$ cat config.mk
export PLATFORM = sky130hd
export DESIGN_NAME = mem_arbiter
export DESIGN_NICKNAME = d
export VERILOG_FILES = /design/src/rtl/mem_arbiter.sv
export SDC_FILE = /design/constraint.sdc
export NUM_CORES = 1
export LEC_CHECK = 0
export ABC_AREA = 0
export CAP_MARGIN = 20
export CELL_PAD_IN_SITES_DETAIL_PLACEMENT = 0
export CELL_PAD_IN_SITES_GLOBAL_PLACEMENT = 2
export CORE_MARGIN = 2
export CORE_UTILIZATION = 20
export CTS_BUF_LIST = sky130_fd_sc_hd__clkbuf_8
export DETAILED_ROUTE_END_ITERATION = 6
export PLACE_DENSITY_LB_ADDON = 0.1
export SYNTH_ARGS = -nofsm -noshare
export SYNTH_HDL_FRONTEND = slang
export SYNTH_SLANG_ARGS = --single-unit
$ cat constraint.sdc
create_clock -name clk_out -period 3.53 [get_ports clk_out]
set_input_delay 0.706 -clock clk_out [delete_from_list [all_inputs] [get_ports clk_out]]
set_output_delay 0.706 -clock clk_out [all_outputs]
set_load 0.005 [all_outputs]
$ cat src/rtl/mem_arbiter.sv
// mem_arbiter: round-robin CPU/DMA share of MAR+RAM, each grant runs ADDR -> DATA -> RESP on the shared bus
module mem_arbiter #(
  parameter int ADDR_W = 16,
  parameter int DATA_W = 8
) (
  input  logic              clk_out,
  input  logic              rst,
  input  logic              cpu_req,
  input  logic              cpu_we,
  input  logic [ADDR_W-1:0] cpu_addr,
  input  logic [DATA_W-1:0] cpu_wdata,
  output logic              cpu_gnt,
  output logic              cpu_done,
  output logic [DATA_W-1:0] cpu_rdata,
  input  logic              dma_req,
  input  logic              dma_we,
  input  logic [ADDR_W-1:0] dma_addr,
  input  logic [DATA_W-1:0] dma_wdata,
  output logic              dma_gnt,
  output logic              dma_done,
  output logic [DATA_W-1:0] dma_rdata,
  input  logic [DATA_W-1:0] mem_rdata,
  output logic              bus_drive,
  output logic [ADDR_W-1:0] bus_out,
  output logic              mem_mar_write_en,
  output logic              mem_write_en,
  output logic              mem_out_en
);
  typedef enum logic [1:0] {IDLE, ADDR, DATA, RESP} state_t;
  state_t state, state_nxt;
  logic owner, we, last, c, d, any, pick, wr;
  always_ff @(posedge clk_out or posedge rst)
    if (rst) begin
      state <= IDLE;
      owner <= 1'b0;
      we <= 1'b0;
      last <= 1'b1;
      cpu_rdata <= '0;
      dma_rdata <= '0;
    end else begin
      state <= state_nxt;
      if ((state == IDLE || state == RESP) && any) begin
        owner <= pick;
        we <= pick ? dma_we : cpu_we;
      end
      if (state == RESP) last <= owner;
      if (state == DATA && !we && !owner) cpu_rdata <= mem_rdata;
      if (state == DATA && !we && owner) dma_rdata <= mem_rdata;
    end
  always_comb begin
    c = cpu_req && !(state == RESP && !owner);
    d = dma_req && !(state == RESP && owner);
    any = c || d;
    pick = (c && d) ? !last : d;
    state_nxt = state == ADDR ? DATA : state == DATA ? RESP : any ? ADDR : IDLE;
  end
  always_comb begin
    wr = state == DATA && we;
    cpu_gnt = state != IDLE && !owner;
    dma_gnt = state != IDLE && owner;
    cpu_done = state == RESP && !owner;
    dma_done = state == RESP && owner;
    mem_mar_write_en = state == ADDR;
    mem_write_en = wr;
    mem_out_en = state == DATA && !we;
    bus_drive = state == ADDR || wr;
    bus_out = state == ADDR ? (owner ? dma_addr : cpu_addr)
            : wr ? {{(ADDR_W-DATA_W){1'b0}}, owner ? dma_wdata : cpu_wdata} : '0;
  end
endmodule
==> results.toml <==
[outcome]
status = "finished, final reports clean"

[floorplan]
start_util_pct = 20.8
num_rows = 29
die_area_um2 = 7310
core_um2 = 6390
die_h_um = 85.5
die_x_um = 85.5
ios = 102

[route]
vias = 1257
wl_per_cell_um = 13.5
ant_nets = 0
drc_errors = 0
drtIter0Drc = 4
drt_wl_total_um = 4100
via_per_inst = 4.15
first_pass_iters = 3

[logic_synthesis]
synth_warnings = 0
synth_seq_cells = 21
syn_avg_cell_area_um2 = 10.7
synth_area_leaders = "dfrtp_1 38%, mux2_2 20%, mux2i_1 14%"
synth.largest_area_cell = "dfrtp_1"
synth_top_cell_area_share_pct = 37.7
syn_area_um2 = 1330
yosysSeqAreaShare_pct = 39.7
postSynthCellCount = 124
netlist-cell-type-count = 22
synth_nets = 190

[grt]
gr-total-overflow = 0
grt_use_total_pct = 11.2
antenna_found_initial = 0
grt_pass1_vias = 1351
grt_max_degree = 23
grt_pass1_wl_um = 6640

[worst_hold_path]
hp-class = "flip-flop to flip-flop"
min_from = "last$_DFFE_PP1N_"
hold_depth = 2
min_to = "last$_DFFE_PP1N_"

[timing]
finalCritPeriodShare_pct = 86.1
rsz0062_at_grt = "false"
final_hold_viol_count = 0
slew_headroom_pct = 36.0
drv_slew = 0
tightest_slew_ps = 960
fin_crit_ps = 3040
timing.final.setup_violations = 0
timing.hold.ws_ps = 475
fmax_mhz = 329
final.setup.tns_ps = 0
fin_skew_ps = 9.07

[place]
post-dp-hpwl_um = 3350
io_buffers = 101
dp_cells = 299
place_congestion = 0.789

[job]
timing.max_cap.violations = 0

[cells_and_area]
syn_to_final_growth_pct = 85.7
filler_cell_count = 626
mostFrequentLayoutCells = "101 x clkdlybuf4s50_1, 24 x mux2_2, 20 x dfrtp_1"
stdcell_count = 303
drive_gt1_share_pct = 15.0
n_antenna_cell = 0
layout_commonest_cell = "clkdlybuf4s50_1"
finalNetCount = 293

[setup_path]
r2r-start = "owner$_DFFE_PP0P_"
r2r-end = "cpu_rdata[6]$_DFFE_PP0P_"
crit_slowest_cell = "dfrtp_1"
crit_buf_inv = 2
path_class = "flip-flop to output pin"
crit_chain = "buf_4 -> mux2i_1 -> nor2b_1 -> clkdlybuf4s50_1"
crit_path_max_incr_delay_ps = 980
worstPathArrival_ps = 2330
crit_fanout = 22
cpLargestDelayFamily = "flip-flops"
r2r_cells = 3
required_ps = 2820
worst_setup_path_start_kind = "flip-flop"
cp-end-kind = "output pin"
rrSetupSlack_ps = 1240

[clock_network]
clkSinkCount = 21
clkLatencyLatePin_ps = 260
cts_tree = "yes"
post_cts_buffers = 0
path_clk_slew_ps = 80
cts_root_buf = "clkbuf_8"
clk_path_buf_depth = 2
htreeDepth = 1
cts_resized = 0
postCtsHoldBufs = 0
cts_buffers = 3

[power_and_ir_drop]
p_leak_nw = 1.01
p_total_w = 0.00172
ir_drop_uv = 365
powerDensity_nw_per_um2 = 699
[worst max-delay path by stage]
stage | startpoint | endpoint | slack, ps | cells past startpoint
floorplan | state[1]$_DFF_PP0_ | bus_out[8] | 1550 | 5
detailed placement | owner$_DFFE_PP0P_ | bus_out[10] | 750 | 4
CTS | owner$_DFFE_PP0P_ | bus_out[10] | 440 | 4
finish | owner$_DFFE_PP0P_ | bus_out[15] | 490 | 4
global placement | owner$_DFFE_PP0P_ | bus_out[10] | 800 | 4
global route | owner$_DFFE_PP0P_ | bus_out[10] | 300 | 4
[per-stage QoR]
stage / utilization, % / worst slack (ps) / instance area (µm²)
global route: 38.6 / 297 / 2460
CTS: 38.6 / 439 / 2460
floorplan: - / 1550 / 1330
global placement: 37.8 / 805 / 2420
finish: 38.6 / 489 / 2460
detailed placement: 37.8 / 749 / 2420
[metal layers]
metal | vias to the layer above | routed length (µm) | global-route usage (%)
met5 | - | 0 | 0
met4 | 0 | 0 | 0.866
met3 | 0 | 299 | 2.72
met2 | 54 | 2060 | 20.4
met1 | 574 | 1750 | 13.8
li1 | 629 | - | -
[cell usage after synthesis, drive strengths merged]
cell type  instances
mux2              24
dfrtp             20
mux2i             18
nand2             10
nor2b             10
o21ai              9
inv                7
nor2               5
ha                 4
buf                3
a21oi              2
clkbuf             2
o22ai              2
a211oi             1
and2               1
dfstp              1
nand2b             1
nand3              1
nand3b             1
nor3               1
or2                1
[flip-flops by register name (all words and copies together) (netlist names)]
| name | cells |
|---|---|
| last | 1 |
| cpu_rdata | 8 |
| we | 1 |
| state | 2 |
| dma_rdata | 8 |
| owner | 1 |
[layout make-up]
| type | count | area, µm² | share of cell area, % |
|---|---|---|---|
| Clock buffer | 3 | 41.3 | 1.68 |
| Clock inverter | 1 | 7.51 | 0.305 |
| Inverter | 7 | 26.3 | 1.07 |
| Multi-Input combinational cell | 91 | 741 | 30.1 |
| Sequential cell | 21 | 527 | 21.4 |
| Tap cell | 77 | 96.3 | 3.91 |
| Timing Repair Buffer | 103 | 1030 | 41.6 |
[kinds of logic (layout without fill, tap and decap cells)]
group,Yosys count,after routing,synth area share (%)
flip-flops,21,21,39.7
adder cells (fa/ha/maj),4,4,3.77
buffers and inverters,12,114,4.52
AO/OA/AOI/OAI,14,14,6.03
multiplexers,42,42,33.9
AND/OR/NAND/NOR,31,31,12.1
[where the power goes]
group	internal, W	total [W]	leakage [nW]	switching (W)
Clock	0.0000796	0.000159	0.0217	0.0000798
Sequential	0.000367	0.000484	0.246	0.000117
Combinational	0.000708	0.00108	0.739	0.000371
Total	0.00115	0.00172	1.01	0.000568
[worst min-delay path, delay by kind of cell, from the launching register on]
kind	cells	cell delay, ps
buffers and inverters	1	40
flip-flops	1	370
AO/OA/AOI/OAI	1	60
No activity file was read; power rests on OpenSTA's default activity.
